File: config.mk
export PLATFORM = sky130hd
export DESIGN_NAME = dmem_access_ctrl
export DESIGN_NICKNAME = d
export VERILOG_FILES = /design/src/rtl/dmem_access_ctrl.sv
export SDC_FILE = /design/constraint.sdc
export NUM_CORES = 1
export LEC_CHECK = 0
export BUFFER_PORTS_ARGS = -buffer_cell sky130_fd_sc_hd__buf_2
export CORE_ASPECT_RATIO = 0.6
export CORE_MARGIN = 2
export CORE_UTILIZATION = 42
export DETAILED_ROUTE_END_ITERATION = 6
export PLACE_DENSITY = 0.76
export SLEW_MARGIN = 40
export SYNTH_ARGS = -nofsm -noshare
export SYNTH_HDL_FRONTEND = slang
export SYNTH_SLANG_ARGS = --single-unit
export TNS_END_PERCENT = 30
File: constraint.sdc
create_clock -name clk -period 1.95 [get_ports clk]
set_input_delay 0.39 -clock clk [delete_from_list [all_inputs] [get_ports clk]]
set_output_delay 0.39 -clock clk [all_outputs]
set_load 0.005 [all_outputs]
File: src/rtl/dmem_access_ctrl.sv
// rtl/dmem_access_ctrl.sv - MEM-stage data-memory access sequencer with stall and fault reporting
//
// Runs one req/ack transaction per EX/MEM load or store against a
// variable-latency data memory and holds the upstream pipeline until it finishes.
//
// Ports:
//   clk          rising-edge clock
//   reset        asynchronous active-low reset
//   mem_read     MemRead from EX/MEM
//   mem_write    MemWrite from EX/MEM
//   addr         byte address (ALU result) from EX/MEM
//   wdata        store data from EX/MEM
//   flush        squash the op currently in EX/MEM (only looked at in IDLE)
//   dm_ack       memory completion pulse
//   dm_rdata     memory read data, valid with dm_ack
//   dm_req       memory request, held until ack or timeout
//   dm_we        1 = write, 0 = read; valid while dm_req
//   dm_addr      latched access address
//   dm_wdata     latched store data
//   stall        freeze PC, IF/ID, ID/EX, EX/MEM (combinational)
//   rdata_out    load data to MEM/WB
//   rdata_valid  one-cycle pulse: successful load completed
//   fault        one-cycle pulse: access faulted
//   fault_code   00 none, 01 misaligned, 10 read+write, 11 timeout

module dmem_access_ctrl #(
    parameter int ADDR_W  = 32,
    parameter int DATA_W  = 32,
    parameter int TIMEOUT = 16
) (
    input  logic              clk,
    input  logic              reset,
    input  logic              mem_read,
    input  logic              mem_write,
    input  logic [ADDR_W-1:0] addr,
    input  logic [DATA_W-1:0] wdata,
    input  logic              flush,
    input  logic              dm_ack,
    input  logic [DATA_W-1:0] dm_rdata,
    output logic              dm_req,
    output logic              dm_we,
    output logic [ADDR_W-1:0] dm_addr,
    output logic [DATA_W-1:0] dm_wdata,
    output logic              stall,
    output logic [DATA_W-1:0] rdata_out,
    output logic              rdata_valid,
    output logic              fault,
    output logic [1:0]        fault_code
);

    typedef enum logic [1:0] {
        IDLE = 2'd0,
        REQ  = 2'd1,
        DONE = 2'd2
    } state_t;

    localparam logic [1:0] FC_NONE    = 2'b00;
    localparam logic [1:0] FC_MISALGN = 2'b01;
    localparam logic [1:0] FC_RDWR    = 2'b10;
    localparam logic [1:0] FC_TIMEOUT = 2'b11;

    // Last REQ cycle index before the access is abandoned.
    localparam logic [7:0] TO_LAST = 8'(TIMEOUT - 1);

    state_t     state;
    logic [7:0] cnt;
    logic       op;

    assign op = (mem_read | mem_write) & ~flush;

    // Gated by reset so that asserting reset while an op sits in EX/MEM
    // releases the pipeline immediately rather than after the next edge.
    assign stall = reset & (((state == IDLE) & op) | (state == REQ));

    always_ff @(posedge clk or negedge reset) begin
        if (!reset) begin
            state       <= IDLE;
            cnt         <= 8'd0;
            dm_req      <= 1'b0;
            dm_we       <= 1'b0;
            dm_addr     <= '0;
            dm_wdata    <= '0;
            rdata_out   <= '0;
            rdata_valid <= 1'b0;
            fault       <= 1'b0;
            fault_code  <= FC_NONE;
        end else begin
            // Completion indicators are pulses that live only in DONE.
            rdata_valid <= 1'b0;
            fault       <= 1'b0;

            case (state)
                IDLE: begin
                    if (op) begin
                        if (mem_read && mem_write) begin
                            fault_code <= FC_RDWR;
                            fault      <= 1'b1;
                            state      <= DONE;
                        end else if (addr[1:0] != 2'b00) begin
                            fault_code <= FC_MISALGN;
                            fault      <= 1'b1;
                            state      <= DONE;
                        end else begin
                            dm_addr  <= addr;
                            dm_wdata <= wdata;
                            dm_we    <= mem_write;
                            cnt      <= 8'd0;
                            dm_req   <= 1'b1;
                            state    <= REQ;
                        end
                    end
                end

                REQ: begin
                    // Flush is deliberately not looked at here: once the
                    // request is on the bus the memory will act on it.
                    cnt <= cnt + 8'd1;
                    if (dm_ack) begin
                        dm_req     <= 1'b0;
                        fault_code <= FC_NONE;
                        if (!dm_we) begin
                            rdata_out   <= dm_rdata;
                            rdata_valid <= 1'b1;
                        end
                        state <= DONE;
                    end else if (cnt == TO_LAST) begin
                        dm_req     <= 1'b0;
                        fault_code <= FC_TIMEOUT;
                        fault      <= 1'b1;
                        state      <= DONE;
                    end
                end

                // One unstalled cycle lets EX/MEM load the next op; returning
                // to IDLE unconditionally prevents re-issuing the same one.
                DONE: state <= IDLE;

                default: state <= IDLE;
            endcase
        end
    end

endmodule

==> results_dict.tcl <==
set metrics [dict create \
    worstPathCellList "ha_1, and3_1, a211o_1, o311ai_1, buf_4, mux2_2" \
    die_area_sq_um 11200 \
    worst_slew_pin_slew_ns 0.618 \
    htreeDepth 3 \
    setup_tns_ns 0 \
    wire_per_inst_microns 15.7 \
    clk_path_buf_depth 2 \
    worstSkewPairLatency_ns 0.34 \
    ctsResizeCount 0 \
    synth.distinct_cells 34 \
    synthTopCellsByCount "112 x dfrtp_1, 71 x mux2_2, 26 x mux2_1" \
    root_buffer "clkbuf_16" \
    grt_pass1_vias 3173 \
    final_cells 636 \
    dpl.hpwl_mm 7.43 \
    core-area_sq_um 9980 \
    path_max_fanout 4 \
    synth_top_area_cell "dfrtp_1" \
    yosysWarnings 0 \
    synth-simple-area-share_pct 4.10 \
    skew_ns 0.00807 \
    hold_viol 0 \
    wirelength_mm 9.96 \
    avgViaCountPerCell 4.88 \
    max_freq_mhz 553 \
    ir_drop_mv 0.573 \
    yosysSeqAreaShare_pct 64.3 \
    final_cell_area_sq_um 5910 \
    synth_ff_type "dfrtp_1" \
    cts.sinks 112 \
    die_x_microns 136 \
    final_nets 599 \
    grtUsageTotal_pct 17.9 \
    crit_path_end_kind "register" \
    p_leak_nw 2.98 \
    antenna_found_initial 0 \
    synth_xor_xnor_area_share_pct 0 \
    synth_compound_area_share_pct 4.04 \
    rr_startpoint "cnt[1]" \
    cts_tree "built" \
    detail-route-antenna-nets 0 \
    synth.avg_cell_area_sq_um 15.5 \
    worstPathRequired_ns 2.17 \
    syn_inst 282 \
    rrSetupSlack_ns 0.14 \
    gr-total-overflow 0 \
    critPathLaunchType "register" \
    status "finished, final reports clean" \
    synth_top_family_by_area "multiplexers" \
    synth.area.top_cells "dfrtp_1 64%, mux2_2 18%, mux2_1 6.7%" \
    synth_top_area_share_pct 64.3 \
    p_comb_share_pct 26.7 \
    n_antenna_cell 0 \
    critPathMaxStageDelay_ns 0.41 \
    reg2reg_depth 6 \
    post_cts_buffers 0 \
    crit_type "reg -> reg" \
    p_per_area_nw_per_um2 1240 \
    power_switching_mw 2.02 \
    syn_area_sq_um 4360 \
    p_total_mw 7.33 \
    max_slew_margin_pct 58.8 \
    grt_pass1_wl_mm 15.8 \
    synth-edff-count 0 \
    vias 3106 \
    register_area_sq_um 2800 \
    n_fill_cell 800 \
    place.gp.congestion 0.751 \
    multi_input_area_sq_um 1460 \
    internal_power_mw 5.31 \
    cp_slowest_cell "dfrtp_1" \
    report.final.slew_viol_count 0 \
    rsz0062_at_grt "false" \
    row_count 28 \
    hold_class "in -> async" \
    start_util_pct 43.7 \
    area_growth_pct 35.4 \
    dp.cells 620 \
    port_buffers 204 \
    ys_ff_latch 112 \
    grt_max_degree 113 \
    die_h_microns 82.9 \
    ios 205 \
    ctsHoldBuffers 0 \
    timing.final.crit_period_ns 1.81 \
    p_sw_share_pct 27.5 \
    drtIter0Drc 75 \
    firstDrtPassIters 4 \
    p_seq_share_pct 48.4 \
    drc 0 \
    clkPwrFrac_pct 24.9 \
    fin_util_pct 59.2 \
    cap_violations 0 \
    clk_pin_slew_ns 0.07 \
    worstReg2RegEnd "fault_code[0]" \
    synthArstFlopShare_pct 100 \
    crit_arrival_ns 2.03 \
    setup_viol 0 \
    cts_buffers 9 \
    placed_cell_area_sq_um 5610 \
    synth_adder_area_share_pct 0.287 \
    drive_gt1_share_pct 60.7 \
    yosysMostFrequentCell "dfrtp_1" \
    post-route-period-util_pct 92.8 \
    synth_mux_area_share_pct 25.0 \
    syn_nets 385 \
]
-- logic make-up after synthesis --
| logic type | count (synthesis) |
|---|---|
| buffers and inverters | 16 |
| and+or+nand+nor | 29 |
| DFF | 112 |
| AOI/OAI and AO/OA | 27 |
| adders and majority gates | 1 |
| muxes | 97 |
-- placed cells by master, fill, tap and decap left out --
cell type | Yosys | layout
a31oi_1 | 1 | 1
nor3_1 | 2 | 2
and4_1 | 1 | 1
a211o_1 | 2 | 2
ha_1 | 1 | 1
nor2_4 | 1 | 1
buf_2 | 3 | 203
clkbuf_16 | 0 | 9
a22o_1 | 1 | 1
buf_12 | 0 | 4
mux2_1 | 26 | 26
buf_4 | 5 | 10
bufinv_16 | 0 | 1
o311ai_1 | 1 | 1
and2_1 | 2 | 2
clkbuf_1 | 3 | 2
a21oi_1 | 3 | 3
o21ai_0 | 11 | 11
a2111o_1 | 1 | 1
and3_1 | 2 | 2
inv_1 | 2 | 2
o31ai_1 | 3 | 3
clkinv_4 | 0 | 1
nand4_1 | 2 | 2
dfrtp_1 | 112 | 112
nor4_4 | 1 | 1
nor2_1 | 2 | 2
nor2b_1 | 4 | 4
nand2_1 | 6 | 6
a21o_1 | 1 | 1
nand3_1 | 2 | 2
clkinvlp_4 | 0 | 1
mux2_2 | 71 | 71
a41oi_1 | 1 | 1
nand2b_1 | 3 | 3
inv_6 | 0 | 2
o21bai_1 | 2 | 2
nor4_1 | 1 | 1
-- per-layer routing --
| layer | part of all wire [%] | routed length (microns) | global-route usage (%) |
|---|---|---|---|
| met3 | 9.5 | 946 | 6.35 |
| met2 | 47 | 4710 | 29.4 |
| met4 | 1.1 | 114 | 4.26 |
| met5 | 0 | 0 | 0 |
| met1 | 42 | 4190 | 22.9 |
-- state kept, by name (all words and copies together), names as in the netlist, 2 cells and up --
register and count:
state 2, dm_wdata 32, cnt 8, rdata_out 32
dm_addr 32, fault_code 2
-- critical path: cells and delay by family, from the launching register on --
kind	cells	cell delay (ns)
AND/OR/NAND/NOR	1	0.20
buffers and inverters	1	0.18
adder cells (fa/ha/maj)	1	0.22
AO/OA/AOI/OAI	2	0.37
multiplexers	1	0.32
flip-flops	1	0.41
-- cell type report --
| type | instances | share of cell area (%) |
|---|---|---|
| tap | 135 | 2.86 |
| multi-input combinational | 154 | 24.7 |
| clock buffer | 11 | 3.94 |
| clock inverter | 5 | 1.08 |
| timing repair buffer | 217 | 19.8 |
| sequential | 112 | 47.4 |
| inverter | 2 | 0.127 |
-- metrics by stage --
step	hold slack (ns)	setup WS [ns]
2_1_floorplan	0.0944	0.137
3_3_place_gp	0.462	-0.0165
3_5_place_dp	0.472	-0.0716
4_1_cts	0.163	0.127
5_1_grt	0.194	0.0786
6_report	0.0863	0.141
-- worst max path at each step --
stage | from | endpoint | slack [ns] | cells after the start
3_5_place_dp | mem_read | dm_wdata[6] | -0.07 | 5
2_1_floorplan | cnt[0] | fault_code[0] | 0.14 | 6
3_3_place_gp | mem_read | dm_wdata[9] | -0.02 | 5
4_1_cts | cnt[1] | fault_code[0] | 0.13 | 6
5_1_grt | state[0] | stall | 0.08 | 4
6_report | cnt[1] | fault_code[0] | 0.14 | 6
-- power groups by stage --
stage	clock network [mW]	logic [mW]	registers, mW
after floorplan	0	0.749	3.64
after global placement	0	1.92	3.54
after detailed placement	0	2.01	3.59
after CTS	1.88	2.01	3.56
after global routing	1.99	2.16	3.66
final	1.82	1.96	3.55
Note: power is estimated with default switching activity, not from simulation.
